===== src/rtl/mm_job_scheduler_pkg.sv =====
// Shared types and default sizing for the matrix-multiply job scheduler.
package mm_job_scheduler_pkg;

    localparam int DEF_ELEMENT_SIZE   = 8;
    localparam int DEF_MAX_SIZE_A     = 32;
    localparam int DEF_MAX_SIZE_B     = 32;
    localparam int DEF_NUM_LANES      = 4;
    localparam int DEF_TIMEOUT_CYCLES = 255;
    localparam int DEF_A_VEC_W        = DEF_MAX_SIZE_A * DEF_ELEMENT_SIZE;
    localparam int DEF_B_VEC_W        = DEF_MAX_SIZE_B * DEF_ELEMENT_SIZE;

    typedef enum logic [2:0] {
        ST_IDLE  = 3'd0,
        ST_ISSUE = 3'd1,
        ST_WAIT  = 3'd2,
        ST_DRAIN = 3'd3,
        ST_FIN   = 3'd4
    } sched_state_t;

    // Index width that stays legal for a single-entry range.
    function automatic int idx_w(input int n);
        return (n > 1) ? $clog2(n) : 1;
    endfunction

endpackage


===== src/rtl/mm_job_scheduler_rr_arbiter.sv =====
// Round-robin pick of the first free lane at or after the pointer.
module rr_arbiter
    import mm_job_scheduler_pkg::*;
#(
    parameter  int N  = 4,
    localparam int IW = idx_w(N)
)(
    input  logic [N-1:0]  i_free,
    input  logic [IW-1:0] i_ptr,
    output logic [N-1:0]  o_grant,
    output logic [IW-1:0] o_idx,
    output logic          o_any_free
);

    int w_sum;

    always_comb begin
        o_grant    = '0;
        o_idx      = '0;
        o_any_free = 1'b0;
        w_sum      = 0;
        for (int i = 0; i < N; i++) begin
            w_sum = int'(i_ptr) + i;
            if (w_sum >= N) w_sum = w_sum - N;
            if (!o_any_free && ((i_free >> w_sum) & N'(1)) != '0) begin
                o_any_free = 1'b1;
                o_idx      = IW'(w_sum);
                o_grant    = N'(1) << w_sum;
            end
        end
    end

endmodule


===== src/rtl/mm_job_scheduler.sv =====
// Walks every (A row, B col) pair, fetches operands and dispatches them round-robin to lanes.
// Optional WAIT watchdog enabled by SCHED_TIMEOUT_EN.
//   state | meaning
//   IDLE  | waiting for start_in
//   ISSUE | waiting for a free lane, then requests operands for (r,c)
//   WAIT  | waiting for the tagged loader response
//   DRAIN | all pairs dispatched, waiting for lanes to finish
//   FIN   | one-cycle done pulse
module mm_job_scheduler
    import mm_job_scheduler_pkg::*;
#(
    parameter  int MAX_ELEMENT_SIZE = DEF_ELEMENT_SIZE,
    parameter  int MAX_SIZE_A       = DEF_MAX_SIZE_A,
    parameter  int MAX_SIZE_B       = DEF_MAX_SIZE_B,
    parameter  int NUM_LANES        = DEF_NUM_LANES,
`ifdef SCHED_TIMEOUT_EN
    parameter  int TIMEOUT_CYCLES   = DEF_TIMEOUT_CYCLES,
`endif
    localparam int RW  = $clog2(MAX_SIZE_A),
    localparam int CW  = $clog2(MAX_SIZE_B),
    localparam int AVW = MAX_SIZE_A * MAX_ELEMENT_SIZE,
    localparam int BVW = MAX_SIZE_B * MAX_ELEMENT_SIZE
)(
    input  logic                 clk_in,
    input  logic                 rst_in_n,
    input  logic                 start_in,
    input  logic [RW:0]          rows_in,
    input  logic [CW:0]          cols_in,
    output logic                 valid_request_out,
    output logic [RW-1:0]        row_req_out,
    output logic [CW-1:0]        col_req_out,
    input  logic                 val_rows_in,
    input  logic [RW-1:0]        row_in,
    input  logic [CW-1:0]        col_in,
    input  logic [AVW-1:0]       a_row_in,
    input  logic [BVW-1:0]       b_col_in,
    output logic [NUM_LANES-1:0] lane_start_out,
    output logic [AVW-1:0]       lane_a_out,
    output logic [BVW-1:0]       lane_b_out,
    output logic [RW-1:0]        lane_row_out,
    output logic [CW-1:0]        lane_col_out,
    input  logic [NUM_LANES-1:0] lane_done_in,
    output logic                 busy_out,
    output logic                 done_out,
    output logic                 err_out
);

    localparam int LW = idx_w(NUM_LANES);

    sched_state_t         r_state;
    logic [RW:0]          r_rows;
    logic [CW:0]          r_cols;
    logic [RW-1:0]        r_r;
    logic [CW-1:0]        r_c;
    logic [NUM_LANES-1:0] r_busy;
    logic [NUM_LANES-1:0] r_grant;
    logic [LW-1:0]        r_ptr;
    logic [LW-1:0]        r_lane;
    logic                 r_valid_req;
    logic [RW-1:0]        r_row_req;
    logic [CW-1:0]        r_col_req;
    logic [NUM_LANES-1:0] r_lane_start;
    logic [AVW-1:0]       r_lane_a;
    logic [BVW-1:0]       r_lane_b;
    logic [RW-1:0]        r_lane_row;
    logic [CW-1:0]        r_lane_col;
    logic                 r_busy_o;
    logic                 r_done;
    logic                 r_err;
`ifdef SCHED_TIMEOUT_EN
    localparam int TW = $clog2(TIMEOUT_CYCLES + 1);
    logic [TW-1:0]        r_wait_cnt;
`endif

    logic [NUM_LANES-1:0] w_free;
    logic [NUM_LANES-1:0] w_grant;
    logic [LW-1:0]        w_idx;
    logic                 w_any_free;
    logic                 w_match;
    logic                 w_dispatch;
    logic [NUM_LANES-1:0] w_set;
    logic                 w_last_c;
    logic                 w_last_r;
    logic [LW-1:0]        w_next_ptr;

    assign w_free     = ~r_busy;
    assign w_match    = val_rows_in && (row_in == r_r) && (col_in == r_c);
    assign w_dispatch = (r_state == ST_WAIT) && w_match;
    assign w_set      = w_dispatch ? r_grant : '0;
    assign w_last_c   = ({1'b0, r_c} == r_cols - (CW+1)'(1));
    assign w_last_r   = ({1'b0, r_r} == r_rows - (RW+1)'(1));
    assign w_next_ptr = (r_lane == LW'(NUM_LANES - 1)) ? '0 : r_lane + LW'(1);

    rr_arbiter #(.N(NUM_LANES)) u_arb (
        .i_free     (w_free),
        .i_ptr      (r_ptr),
        .o_grant    (w_grant),
        .o_idx      (w_idx),
        .o_any_free (w_any_free)
    );

    always_ff @(posedge clk_in or negedge rst_in_n) begin
        if (!rst_in_n) begin
            r_state      <= ST_IDLE;
            r_rows       <= '0;
            r_cols       <= '0;
            r_r          <= '0;
            r_c          <= '0;
            r_busy       <= '0;
            r_grant      <= '0;
            r_ptr        <= '0;
            r_lane       <= '0;
            r_valid_req  <= 1'b0;
            r_row_req    <= '0;
            r_col_req    <= '0;
            r_lane_start <= '0;
            r_lane_a     <= '0;
            r_lane_b     <= '0;
            r_lane_row   <= '0;
            r_lane_col   <= '0;
            r_busy_o     <= 1'b0;
            r_done       <= 1'b0;
            r_err        <= 1'b0;
`ifdef SCHED_TIMEOUT_EN
            r_wait_cnt   <= '0;
`endif
        end else begin
            r_valid_req  <= 1'b0;
            r_done       <= 1'b0;
            r_lane_start <= w_set;
            // A start on a lane outranks its done pulse in the same cycle.
            r_busy       <= (r_busy & ~lane_done_in) | w_set;
`ifdef SCHED_TIMEOUT_EN
            r_wait_cnt   <= '0;
`endif
            if (w_dispatch) begin
                r_lane_a   <= a_row_in;
                r_lane_b   <= b_col_in;
                r_lane_row <= r_r;
                r_lane_col <= r_c;
                r_ptr      <= w_next_ptr;
            end
            case (r_state)
                ST_IDLE: begin
                    if (start_in) begin
                        r_rows   <= rows_in;
                        r_cols   <= cols_in;
                        r_r      <= '0;
                        r_c      <= '0;
                        r_busy_o <= 1'b1;
                        r_state  <= (rows_in == '0 || cols_in == '0) ? ST_FIN : ST_ISSUE;
                    end
                end
                ST_ISSUE: begin
                    if (w_any_free) begin
                        r_valid_req <= 1'b1;
                        r_row_req   <= r_r;
                        r_col_req   <= r_c;
                        r_grant     <= w_grant;
                        r_lane      <= w_idx;
                        r_state     <= ST_WAIT;
                    end
                end
                ST_WAIT: begin
                    if (w_match) begin
                        if (w_last_c) begin
                            r_c <= '0;
                            r_r <= r_r + RW'(1);
                        end else begin
                            r_c <= r_c + CW'(1);
                        end
                        r_state <= (w_last_c && w_last_r) ? ST_DRAIN : ST_ISSUE;
                    end else begin
                        if (val_rows_in) r_err <= 1'b1;
`ifdef SCHED_TIMEOUT_EN
                        // Expiry re-enters ISSUE, which re-requests the same pair.
                        if (r_wait_cnt == TW'(TIMEOUT_CYCLES - 1)) begin
                            r_err   <= 1'b1;
                            r_state <= ST_ISSUE;
                        end else begin
                            r_wait_cnt <= r_wait_cnt + TW'(1);
                        end
`endif
                    end
                end
                ST_DRAIN: begin
                    if (r_busy == '0) r_state <= ST_FIN;
                end
                ST_FIN: begin
                    r_done   <= 1'b1;
                    r_busy_o <= 1'b0;
                    r_state  <= ST_IDLE;
                end
                default: r_state <= ST_IDLE;
            endcase
        end
    end

    assign valid_request_out = r_valid_req;
    assign row_req_out       = r_row_req;
    assign col_req_out       = r_col_req;
    assign lane_start_out    = r_lane_start;
    assign lane_a_out        = r_lane_a;
    assign lane_b_out        = r_lane_b;
    assign lane_row_out      = r_lane_row;
    assign lane_col_out      = r_lane_col;
    assign busy_out          = r_busy_o;
    assign done_out          = r_done;
    assign err_out           = r_err;

endmodule


===== config.mk =====
export PLATFORM = sky130hd
export DESIGN_NAME = mm_job_scheduler
export DESIGN_NICKNAME = d
export VERILOG_FILES = /design/src/rtl/mm_job_scheduler_pkg.sv /design/src/rtl/mm_job_scheduler_rr_arbiter.sv /design/src/rtl/mm_job_scheduler.sv
export SDC_FILE = /design/constraint.sdc
export NUM_CORES = 1
export LEC_CHECK = 0
export BUFFER_PORTS_ARGS = -buffer_cell sky130_fd_sc_hd__clkbuf_2
export CAP_MARGIN = 10
export CELL_PAD_IN_SITES_DETAIL_PLACEMENT = 1
export CELL_PAD_IN_SITES_GLOBAL_PLACEMENT = 2
export CORE_AREA = 2 2 421 423
export CTS_BUF_LIST = sky130_fd_sc_hd__clkbuf_16
export DETAILED_ROUTE_END_ITERATION = 10
export DIE_AREA = 0 0 423 425
export MAX_ROUTING_LAYER = met4
export PLACE_DENSITY = 0.5
export SLEW_MARGIN = 5
export SYNTH_ARGS = -nofsm -noshare
export SYNTH_HDL_FRONTEND = slang
export SYNTH_SLANG_ARGS = --single-unit

===== constraint.sdc =====
create_clock -name clk_in -period 6.6 [get_ports clk_in]
set_input_delay 0 -clock clk_in [delete_from_list [all_inputs] [get_ports clk_in]]
set_output_delay 0 -clock clk_in [all_outputs]
set_load 0.01 [all_outputs]

**Word level (Yosys, flattened, before mapping)**

Cells that the tools add are included.

- $add $sub $neg: 12
- Magnitude comparators: 4
- Eq/ne operators: 14
- Shift operators: 8
- Muxes and demuxes: 37
- Bitwise operators: 5
- Reduce and logical (&&, ||, !) cells: 24

Operators with widths:

| kind | number |
|---|---|
| 2-to-1 mux 32 bit | 4 |
| left shift 1 x 32 -> 4 bit (first input constant) | 4 |
| >> shifter 4 x 32 -> 1 bit | 4 |
| >= comparator 32 x 4 -> 1 bit (second input constant) | 3 |
| subtractor 32 x 4 -> 32 bit (second input constant) | 3 |
| 2-to-1 mux 5 bit | 5 |
| 2-to-1 mux 4 bit | 5 |
| one-hot mux 5 bit (2 select lines) | 2 |
| 2-to-1 mux 3 bit | 5 |
| == test 5 x 6 -> 1 bit | 2 |
| zero test 6 bit | 2 |
| 2-to-1 mux 2 bit | 6 |
| one-hot mux 3 bit (4 select lines) | 1 |
| subtractor 6 x 1 -> 6 bit (second input constant) | 2 |
| adder 5 x 1 -> 5 bit (second input constant) | 2 |
| == test 5 bit | 2 |
| 2-to-1 mux 1 bit | 8 |
| != test 2 bit (second input constant) | 4 |
| inverter 4 bit | 2 |
| AND reduction 4 bit | 2 |
| logical AND 1 bit | 7 |
| adder 2 x 2 -> 3 bit (second input constant) | 2 |
| == test 3 x 2 -> 1 bit (second input constant) | 2 |
| AND reduction 2 bit | 3 |
| other kinds (18) | 22 |

- Bits in registers: 577
- Input port bits: 542
- Output and inout port bits: 540
- Logic and storage cells: 124

**Longest topological paths before layout**

Gate-level depths: netlist of the first run.

- Depth in word-level cells: 15
- Depth in mapped cells: 11
- Depth with buffers taken out: 8

**Cells and area by module**

From an unflattened synthesis of the first run, not the netlist that was laid out.

- Cells, all modules: 1,527
- Area total of the unflattened synthesis: 22,873.2 µm²

Modules (own cells, without submodules):

| module | instances | cells each | area each (µm²) | sequential area each (µm²) |
|---|---|---|---|---|
| mm_job_scheduler | 1 | 1,466 | 22,377.7 | 14,438.8 |
| rr_arbiter | 1 | 61 | 495.5 | 0.0 |

**Worst setup path after synthesis of the first run**

No wires, ideal clock.

- Kind: register to register
- Start: register r_ptr[0]
- End: register r_col_req[2] (netlist: col_req_out[2])
- Setup time: 125 ps
- Arrival time: 2,816 ps
- Required time: 6,475 ps
- Slack: 3,659 ps
- Cell stages (with the launch flop): 11
- Buffers on the path: 3
- Period minus slack after synthesis: 2,941 ps
- Cell sequence: dfrtp_1 > clkbuf_1 > inv_1 > ha_1 > buf_2 > mux4_2 > a21o_1 > nand4b_1 > nor4b_4 > buf_6 > mux2_2

- Cells in the longest elaborated chain, start to end: 14
- Elaborated cells between the ends (all ways): 30
- Classes of those cells: 7 x add/sub; 4 x order compare; 4 x shift; 8 x mux; 7 x reduce/logical

Ends and longest elaborated chain:

| element | line | RTL |
|---|---|---|
| start, declared | mm_job_scheduler.sv:57 | `logic [LW-1:0] r_ptr;` |
| start signal, assigned | mm_job_scheduler.sv:141 | `r_ptr <= w_next_ptr;` |
| parallel branches: the longest is 12 deep, another holds subtractor 32 x 4 -> 32 bit | -- |  |
| 2-to-1 mux 1 bit * | mm_job_scheduler_rr_arbiter.sv:25 | `if (!o_any_free && ((i_free >> w_sum) & N'(1)) != '0) begin` |
| AND reduction 2 bit (no line) * | -- |  |
| end signal, assigned | mm_job_scheduler.sv:158 | `r_col_req <= r_c;` |
| end, declared | mm_job_scheduler.sv:61 | `logic [CW-1:0] r_col_req;` |

Every way passes the cells marked *.
A chain may end at the register's enable or synchronous reset.

**Worst setup path after layout of the first run**

Ends and elaborated chain as after synthesis.

==> flow_summary.html, run 1 <==
<table>
<tr><th>Metric</th><th>Value</th></tr>
<tr><th colspan="2">Logic synthesis</th></tr>
<tr><td>Cells after Synth</td><td>2,536</td></tr>
<tr><td>Largest area contributor in the netlist</td><td>dfrtp_1</td></tr>
<tr><td>Post-synth cell types</td><td>55</td></tr>
<tr><td>Post-synthesis register bit count</td><td>577</td></tr>
<tr><td>Share of the synthesized area in the top cell type</td><td>63.84%</td></tr>
<tr><td>Syn Area/Cell</td><td>just under 9 sq um</td></tr>
<tr><td>Synth Net Count</td><td>3,090</td></tr>
<tr><td>Count of yosys warnings during synthesis</td><td>0</td></tr>
<tr><td>Async set-reset flop share out of synthesis</td><td>100.0%</td></tr>
<tr><td>Area contributors post-synth</td><td>dfrtp_1 (64%), nand2_1 (27%), clkbuf_1 (1.2%), buf_2 (1.2%), ha_1 (0.66%)</td></tr>
<tr><td>Post-synth design cell area</td><td>22,620 sq um</td></tr>
<tr><td>Proportion of synthesized chip area in sequential cells</td><td>63.84%</td></tr>
<tr><td>Number of synthesized flops with an enable pin</td><td>0</td></tr>
<tr><td>Main synth FF type</td><td>dfrtp_1</td></tr>
<tr><th colspan="2">CTS</th></tr>
<tr><td>Number of buffers on the longest clock path</td><td>3</td></tr>
<tr><td>TritonCTS buffer count</td><td>81</td></tr>
<tr><td>Max H-tree Level</td><td>3</td></tr>
<tr><td>Number of setup buffers added after CTS</td><td>0</td></tr>
<tr><td>Clock sink count</td><td>577</td></tr>
<tr><td>Reg clk slew, reported paths</td><td>0.07 ns</td></tr>
<tr><td>Clock tree from TritonCTS</td><td>yes</td></tr>
<tr><td>Clock latency on the worst-skew pair</td><td>0.71 ns</td></tr>
<tr><td>Buffer type at the clock tree root</td><td>clkbuf_16</td></tr>
<tr><th colspan="2">Layout</th></tr>
<tr><td>Sequential cell area</td><td>~14,000 sq um</td></tr>
<tr><td>Area growth from synthesis to layout</td><td>82.20%</td></tr>
<tr><td>Layout cells sized above 1</td><td>27.61%</td></tr>
<tr><td>Filler cell count</td><td>20,900</td></tr>
<tr><td>Footprint of the multi-input gates</td><td>about 7500 sq um</td></tr>
<tr><td>Non-Filler Instances</td><td>6,811</td></tr>
<tr><td>Most common library cell in the layout ignoring fill and taps</td><td>nand2_1</td></tr>
<tr><td>Leading cell types in the layout, fill and taps excluded</td><td>nand2_1 (1,621), clkbuf_2 (1,080), dlygate4sd3_1 (809)</td></tr>
<tr><td>Number of nets in the finished design</td><td>between 4,000 and 5,000</td></tr>
<tr><th colspan="2">Critical path</th></tr>
<tr><td>Critical Path, Cell by Cell</td><td>inv_1 &gt; ha_1 &gt; mux4_2 &gt; a21o_1 &gt; nand4b_1 &gt; nor4b_4 &gt; buf_4 &gt; mux2_2</td></tr>
<tr><td>Required time of the critical path</td><td>7.17 ns</td></tr>
<tr><td>Reg-to-reg slack, setup</td><td>3.01 ns</td></tr>
<tr><td>Critical path capture point type</td><td>flip-flop</td></tr>
<tr><td>Worst setup path category</td><td>reg2reg</td></tr>
<tr><td>Arrival time worst endpoint</td><td>4.15 ns</td></tr>
<tr><td>Launching element type of the critical path</td><td>flip-flop</td></tr>
<tr><td>R2R depth</td><td>8</td></tr>
<tr><td>Cell at the slowest stage of the critical path</td><td>nor4b_4</td></tr>
<tr><td>Worst path max stage delay</td><td>0.63 ns</td></tr>
<tr><td>Largest fanout on the critical path</td><td>13</td></tr>
<tr><th colspan="2">Global route</th></tr>
<tr><td>Number of antenna violations at the first check in global routing</td><td>30</td></tr>
<tr><td>Via count of the first global-routing pass</td><td>between 20,000 and 30,000</td></tr>
<tr><td>Maximum number of pins on one net before global-route repair</td><td>173</td></tr>
<tr><td>Overall global routing resource usage</td><td>roughly 15%</td></tr>
<tr><td>Residual overflow from global routing</td><td>0</td></tr>
<tr><td>Global-route wire length before repair</td><td>between 150,000 and 200,000 um</td></tr>
<tr><th colspan="2">Power</th></tr>
<tr><td>Max VDD drop</td><td>around 0.16 mV</td></tr>
<tr><td>Pwr Density</td><td>about 220 nW/um^2</td></tr>
<tr><td>Static leakage</td><td>22.58 nW</td></tr>
<tr><th colspan="2">Detailed routing</th></tr>
<tr><td>Number of vias per cell after detailed routing</td><td>3.549</td></tr>
<tr><td>Post-route DRC</td><td>0</td></tr>
<tr><td>Total wire length after detailed routing</td><td>roughly 130,000 um</td></tr>
<tr><td>Average wire per standard cell</td><td>19.21 um</td></tr>
<tr><td>First-pass DRT Iterations</td><td>5</td></tr>
<tr><td>Detailed-route via count</td><td>approximately 24,000</td></tr>
<tr><td>Detailed router's first-iteration violation count</td><td>1,001</td></tr>
<tr><td>Post-DRT Antenna Nets</td><td>0</td></tr>
<tr><th colspan="2">Floorplanning</th></tr>
<tr><td>Area of the core region</td><td>175,300 sq um</td></tr>
<tr><td>Number of top-level pins</td><td>1,082</td></tr>
<tr><td>Cell row count</td><td>154</td></tr>
<tr><td>Initial standard-cell utilization of the core</td><td>12.90%</td></tr>
<tr><td>Die Outline Area</td><td>~180,000 sq um</td></tr>
<tr><td>Vertical die dimension</td><td>425 um</td></tr>
<tr><td>Chip width</td><td>roughly 420 um</td></tr>
<tr><th colspan="2">Place</th></tr>
<tr><td>Number of instances in the placed design</td><td>around 5,800</td></tr>
<tr><td>Worst slack after detailed placement</td><td>a little over 3 ns</td></tr>
<tr><td>Count of buffers inserted at the top-level ports</td><td>1,081</td></tr>
<tr><td>Routability cong.</td><td>~0.82</td></tr>
<tr><td>DPL Wire Length</td><td>approximately 97,000 um</td></tr>
<tr><th colspan="2">Timing</th></tr>
<tr><td>Final period utilization</td><td>54.32%</td></tr>
<tr><td>Worst path setup slack after routing</td><td>3.015 ns</td></tr>
<tr><td>Final Critical Period</td><td>3.585 ns</td></tr>
<tr><td>Endpoints failing setup</td><td>0</td></tr>
<tr><td>Setup TNS after final layout</td><td>0 ns</td></tr>
<tr><td>Setup skew after layout</td><td>0.04221 ns</td></tr>
<tr><td>Worst Tran Pin Value</td><td>1.175 ns</td></tr>
<tr><td>Normalized max-slew margin</td><td>a little over a fifth</td></tr>
<tr><td>Slew Viols, Final</td><td>0</td></tr>
<tr><td>Final count of hold timing violations</td><td>0</td></tr>
<tr><td>RSZ-0062 raised after global routing</td><td>no</td></tr>
<tr><td>Peak clock frequency supported by timing</td><td>0.2789 GHz</td></tr>
<tr><th colspan="2">Outcome</th></tr>
<tr><td>Status</td><td>finished, final reports clean</td></tr>
<tr><th colspan="2">Flow run</th></tr>
<tr><td>Max-capacitance violation count</td><td>0</td></tr>
<tr><th colspan="2">Worst hold path</th></tr>
<tr><td>Worst Hold Class</td><td>in2async</td></tr>
</table>
timing repair:
action	4_1_cts	5_1_grt
resized for setup	0	0
endpoints found under the hold margin	644	0
hold buffers	810	0
critical path, delay by kind of cell, from the launching register on:
kind                       cells  cell delay (ns)
DFF                            1             0.61
buffers and inverters          2             0.55
adders and majority gates      1             0.48
muxes                          2             0.89
AOI/OAI and AO/OA              1             0.18
and+or+nand+nor                2             0.76
state kept, by name, summed over array words and instances (netlist names), 6 cells and up:
register	cells
lane_b_out	256
r_rows	6
lane_a_out	256
r_cols	6
cell usage after synthesis, types with 3 or more instances:
| cell type | count |
|---|---|
| and4_1 | 3 |
| dfrtp_1 | 577 |
| o21bai_1 | 5 |
| a21o_1 | 3 |
| nand3_1 | 10 |
| nor3_1 | 4 |
| a31oi_1 | 6 |
| and2_1 | 7 |
| buf_2 | 53 |
| nand2b_1 | 3 |
| o31ai_1 | 6 |
| xor2_1 | 12 |
| mux2i_1 | 5 |
| nand2_1 | 1621 |
| a222oi_1 | 4 |
| buf_1 | 8 |
| clkbuf_1 | 73 |
| nand4_1 | 3 |
| inv_1 | 14 |
| o211ai_1 | 4 |
| and3_1 | 3 |
| xnor2_1 | 9 |
| a21oi_1 | 9 |
| nor2_1 | 14 |
| mux2_2 | 11 |
| or4_1 | 6 |
| nor4_1 | 4 |
| o21ai_0 | 12 |
| ha_1 | 12 |
report_power, final:
group | leakage (nW) | internal, mW | total, mW | switching (mW)
registers | 7.99 | 3.66 | 3.79 | 0.126
clock network | 1.26 | 2.34 | 4.14 | 1.79
logic | 13.3 | 0.687 | 1.26 | 0.572
total | 22.6 | 6.69 | 9.18 | 2.49
per-stage QoR:
step / hold slack, ns / util (%) / total power, mW / area, sq um
finish: 0.05738 / 23.50 / 9.181 / 41210
CTS: 0.0006499 / 23.48 / 9.414 / 41170
global placement: 0.1097 / 17.47 / 4.676 / 30630
floorplan: -0.2956 / - / 4.210 / 22620
detailed placement: 0.1164 / 17.47 / 4.676 / 30630
global route: 0.03047 / 23.50 / 9.660 / 41200
final timing paths:
| path | start | endpoint |
|---|---|---|
| min | rst_in_n | lane_a_out[229] |
| min reg2reg | lane_b_out[198] | lane_b_out[198] |
| max in group asynchronous | rst_in_n | lane_b_out[49] |
| max reg2reg | r_ptr[0] | col_req_out[2] |
| max | r_ptr[0] | col_req_out[2] |
| min in group clk_in | a_row_in[77] | lane_a_out[77] |
cell families after synthesis:
family	Yosys count	synth area share, %
muxes	17	0.8686
buffers and inverters	153	2.938
AOI/OAI and AO/OA	63	1.925
and+or+nand+nor	1693	28.95
DFF	577	63.84
xor gates and xnor gates	21	0.8132
adders and majority gates	12	0.6638
routing by layer:
metal  wire, um  global-route usage, %  part of all wire [%]
met5          0                      -                     0
met1      55700                  17.40                    43
met3       7198                  3.762                   5.5
met2      63950                  23.89                    49
met4       3986                  5.047                   3.0
cell type report:
type | count | share of cell area [%]
antenna | 16 | 0.09716
timing repair buffer | 1914 | 33.53
tap | 2340 | 7.105
inverter | 14 | 0.1275
clock inverter | 61 | 0.8198
clock buffer | 83 | 5.040
multi-input combinational | 1806 | 18.24
sequential | 577 | 35.04
No activity file was read; power rests on OpenSTA's default activity.
==> run 2, diff against run 1 <==
--- a/config.mk
+++ b/config.mk
@@ -9,12 +9,12 @@
 export CAP_MARGIN = 10
 export CELL_PAD_IN_SITES_DETAIL_PLACEMENT = 1
 export CELL_PAD_IN_SITES_GLOBAL_PLACEMENT = 2
-export CORE_AREA = 2 2 421 423
+export CORE_AREA = 2 2 425 427
 export CTS_BUF_LIST = sky130_fd_sc_hd__clkbuf_16
 export DETAILED_ROUTE_END_ITERATION = 10
-export DIE_AREA = 0 0 423 425
+export DIE_AREA = 0 0 427 429
 export MAX_ROUTING_LAYER = met4
-export PLACE_DENSITY = 0.5
+export PLACE_DENSITY = 0.51
 export SLEW_MARGIN = 5
 export SYNTH_ARGS = -nofsm -noshare
 export SYNTH_HDL_FRONTEND = slang
==> constraint.sdc (replaced) <==
create_clock -name clk_in -period 3.25 [get_ports clk_in]
set_input_delay 0 -clock clk_in [delete_from_list [all_inputs] [get_ports clk_in]]
set_output_delay 0 -clock clk_in [all_outputs]
set_load 0.01 [all_outputs]
==> run 2 against run 1 <==
Clock power rose by 100%. Sequential cell count did not move. Design area rose by 0.82%. Via count rose by 0.60%. Sequential share of layout area fell by 0.28 points. Register-to-register slack got worse by 2.7 ns. Final cell count rose by 0.63%. Clock skew fell by 0.014 ns. Setup slack got worse by 2.7 ns.
==> flow_summary.html, run 2 (same netlist as run 1, synthesis figures left out) <==
<table>
<tr><th>Metric</th><th>Value</th></tr>
<tr><th colspan="2">Outcome</th></tr>
<tr><td>Status</td><td>finished, final reports clean</td></tr>
<tr><th colspan="2">Place</th></tr>
<tr><td>Number of instances in the placed design</td><td>5,911 (+1.2%)</td></tr>
<tr><td>Worst slack after detailed placement</td><td>0.3007 ns (-2.725 ns)</td></tr>
<tr><td>Count of buffers inserted at the top-level ports</td><td>1,081 (unchanged)</td></tr>
<tr><td>Routability cong.</td><td>0.8852 (+7.8%)</td></tr>
<tr><td>DPL Wire Length</td><td>102,300 um (+5.3%)</td></tr>
<tr><th colspan="2">Critical path</th></tr>
<tr><td>Critical Path, Cell by Cell</td><td>inv_1 &gt; ha_1 &gt; mux4_2 &gt; a21o_1 &gt; nand4b_1 &gt; nor4b_4 &gt; buf_4 &gt; mux2_2</td></tr>
<tr><td>Largest fanout on the critical path</td><td>12 (-1)</td></tr>
<tr><td>Arrival time worst endpoint</td><td>3.51 ns (-0.64 ns)</td></tr>
<tr><td>Launching element type of the critical path</td><td>flip-flop</td></tr>
<tr><td>Required time of the critical path</td><td>3.82 ns (-3.35 ns)</td></tr>
<tr><td>R2R depth</td><td>8 (unchanged)</td></tr>
<tr><td>Worst setup path category</td><td>reg2reg</td></tr>
<tr><td>Cell at the slowest stage of the critical path</td><td>mux4_2</td></tr>
<tr><td>Worst path max stage delay</td><td>0.52 ns (-0.11 ns)</td></tr>
<tr><td>Critical path capture point type</td><td>flip-flop</td></tr>
<tr><th colspan="2">Floorplanning</th></tr>
<tr><td>Chip width</td><td>427 um (+0.95%)</td></tr>
<tr><td>Area of the core region</td><td>178,000 sq um (+1.5%)</td></tr>
<tr><td>Number of top-level pins</td><td>1,082 (unchanged)</td></tr>
<tr><td>Cell row count</td><td>155 (+0.65%)</td></tr>
<tr><td>Initial standard-cell utilization of the core</td><td>12.70% (-0.19 points)</td></tr>
<tr><td>Vertical die dimension</td><td>429 um (+0.94%)</td></tr>
<tr><td>Die Outline Area</td><td>183,200 sq um (+1.9%)</td></tr>
<tr><th colspan="2">Power</th></tr>
<tr><td>Max VDD drop</td><td>0.3490 mV (+120%)</td></tr>
<tr><td>Pwr Density</td><td>453.7 nW/um^2 (+100%)</td></tr>
<tr><td>Static leakage</td><td>22.83 nW (+1.1%)</td></tr>
<tr><th colspan="2">Timing</th></tr>
<tr><td>Final period utilization</td><td>90.21% (+36 points)</td></tr>
<tr><td>RSZ-0062 raised after global routing</td><td>no</td></tr>
<tr><td>Normalized max-slew margin</td><td>60.97% (+39 points)</td></tr>
<tr><td>Setup TNS after final layout</td><td>0 ns (unchanged)</td></tr>
<tr><td>Worst Tran Pin Value</td><td>0.5854 ns (-0.5897 ns)</td></tr>
<tr><td>Slew Viols, Final</td><td>0 (unchanged)</td></tr>
<tr><td>Final count of hold timing violations</td><td>0 (unchanged)</td></tr>
<tr><td>Smallest hold slack</td><td>0.07243 ns (+0.01505 ns)</td></tr>
<tr><td>Endpoints failing setup</td><td>0 (unchanged)</td></tr>
<tr><td>Worst path setup slack after routing</td><td>0.3183 ns (-2.696 ns)</td></tr>
<tr><td>Setup skew after layout</td><td>0.02780 ns (-0.01441 ns)</td></tr>
<tr><td>Peak clock frequency supported by timing</td><td>0.3411 GHz (+22%)</td></tr>
<tr><td>Final Critical Period</td><td>2.932 ns (-0.6536 ns)</td></tr>
<tr><th colspan="2">Global route</th></tr>
<tr><td>Overall global routing resource usage</td><td>14.60% (-0.020 points)</td></tr>
<tr><td>Maximum number of pins on one net before global-route repair</td><td>74 (-57%)</td></tr>
<tr><td>Number of antenna violations at the first check in global routing</td><td>30 (unchanged)</td></tr>
<tr><td>Global-route wire length before repair</td><td>188,300 um (+1.0%)</td></tr>
<tr><td>Residual overflow from global routing</td><td>0 (unchanged)</td></tr>
<tr><td>Via count of the first global-routing pass</td><td>26,380 (+1.4%)</td></tr>
<tr><th colspan="2">Layout</th></tr>
<tr><td>Layout cells sized above 1</td><td>28.71% (+1.1 points)</td></tr>
<tr><td>Sequential cell area</td><td>14,440 sq um (unchanged)</td></tr>
<tr><td>Filler cell count</td><td>21,190 (+1.4%)</td></tr>
<tr><td>Post-layout utilization of the core</td><td>23.34% (-0.17 points)</td></tr>
<tr><td>Non-Filler Instances</td><td>6,854 (+0.63%)</td></tr>
<tr><td>Number of nets in the finished design</td><td>4,971 (+0.46%)</td></tr>
<tr><td>Area growth from synthesis to layout</td><td>83.69%</td></tr>
<tr><td>Footprint of the multi-input gates</td><td>7518 sq um (about the same)</td></tr>
<tr><td>Leading cell types in the layout, fill and taps excluded</td><td>nand2_1 (1,621), clkbuf_2 (1,080), dlygate4sd3_1 (778)</td></tr>
<tr><td>Most common library cell in the layout ignoring fill and taps</td><td>nand2_1</td></tr>
<tr><th colspan="2">CTS</th></tr>
<tr><td>Clock tree from TritonCTS</td><td>yes</td></tr>
<tr><td>Buffer type at the clock tree root</td><td>clkbuf_16</td></tr>
<tr><td>Reg clk slew, reported paths</td><td>0.06 ns (about the same)</td></tr>
<tr><td>Clock sink count</td><td>577 (unchanged)</td></tr>
<tr><td>Clock latency on the worst-skew pair</td><td>0.69 ns (-0.02 ns)</td></tr>
<tr><td>Max H-tree Level</td><td>3 (unchanged)</td></tr>
<tr><td>Number of buffers on the longest clock path</td><td>3 (unchanged)</td></tr>
<tr><td>TritonCTS buffer count</td><td>80 (-1.2%)</td></tr>
<tr><th colspan="2">Detailed routing</th></tr>
<tr><td>Total wire length after detailed routing</td><td>132,800 um (+1.5%)</td></tr>
<tr><td>Post-DRT Antenna Nets</td><td>0 (unchanged)</td></tr>
<tr><td>Detailed router's first-iteration violation count</td><td>1,091 (+9.0%)</td></tr>
<tr><td>Average wire per standard cell</td><td>19.38 um (+0.87%)</td></tr>
<tr><td>Post-route DRC</td><td>0 (unchanged)</td></tr>
<tr><td>Number of vias per cell after detailed routing</td><td>3.548 (about the same)</td></tr>
<tr><td>Detailed-route via count</td><td>24,320 (+0.60%)</td></tr>
<tr><td>First-pass DRT Iterations</td><td>6 (+1)</td></tr>
<tr><th colspan="2">Worst hold path</th></tr>
<tr><td>Worst Hold Class</td><td>in2reg</td></tr>
<tr><td>Hold path depth</td><td>4</td></tr>
<tr><th colspan="2">Flow run</th></tr>
<tr><td>Max-capacitance violation count</td><td>0 (unchanged)</td></tr>
</table>
## run 2: where the power goes
part	leakage, nW	switching [mW]	total, mW	internal (mW)
clock network	1.27	3.66	8.47	4.81
registers	7.99	0.216	7.65	7.44
logic	13.6	1.27	2.73	1.46
total	22.8	5.14	18.8	13.7
## run 2: final timing paths
check                          startpoint  slack [ns]         endpoint
setup / recovery                 r_ptr[1]        0.32   row_req_out[0]
hold / removal              b_col_in[129]        0.07  lane_b_out[129]
setup reg to reg                 r_ptr[1]        0.32   row_req_out[0]
hold reg to reg            lane_b_out[30]        0.46   lane_b_out[30]
max in group asynchronous        rst_in_n        1.88   lane_a_out[49]
min in group asynchronous        rst_in_n        0.44  lane_b_out[250]
## run 2: repair_timing
item                                    CTS  global route
resized for setup                         0             1
hold buffers                            779             0
endpoints found under the setup margin    0             1
hold endpoints to repair                880             0
buffers inserted                          0             0
## run 2: cell type report
cell class	instances	share of cell area, %
timing repair buffer	1938	33.90
inverter	14	0.1265
sequential	577	34.75
antenna	20	0.1205
clock buffer	82	4.939
multi-input combinational	1806	18.10
tap	2355	7.093
clock inverter	62	0.9698
## run 2: stage by stage
| step | area [sq um] | total power, mW |
|---|---|---|
| floorplan | 22620 | 8.550 |
| global placement | 31220 | 9.595 |
| detailed placement | 31220 | 9.608 |
| CTS | 41490 | 19.30 |
| global route | 41530 | 19.84 |
| finish | 41540 | 18.85 |
## run 2: critical path: cells and delay by family (launching register included)
kind / cells / cell delay, ns
simple gates: 2 / 0.37
mux: 2 / 0.87
fa+ha+maj: 1 / 0.44
flops: 1 / 0.50
compound gates: 1 / 0.18
buf+inv: 2 / 0.46
## run 2: metal layers
| layer | vias up | GRT usage (%) | routed length, um |
|---|---|---|---|
| met5 | - | - | 0 |
| met4 | 0 | 4.878 | 4134 |
| li1 | 11560 | - | - |
| met2 | 675 | 24.23 | 65460 |
| met3 | 207 | 3.879 | 8216 |
| met1 | 11870 | 16.98 | 54990 |
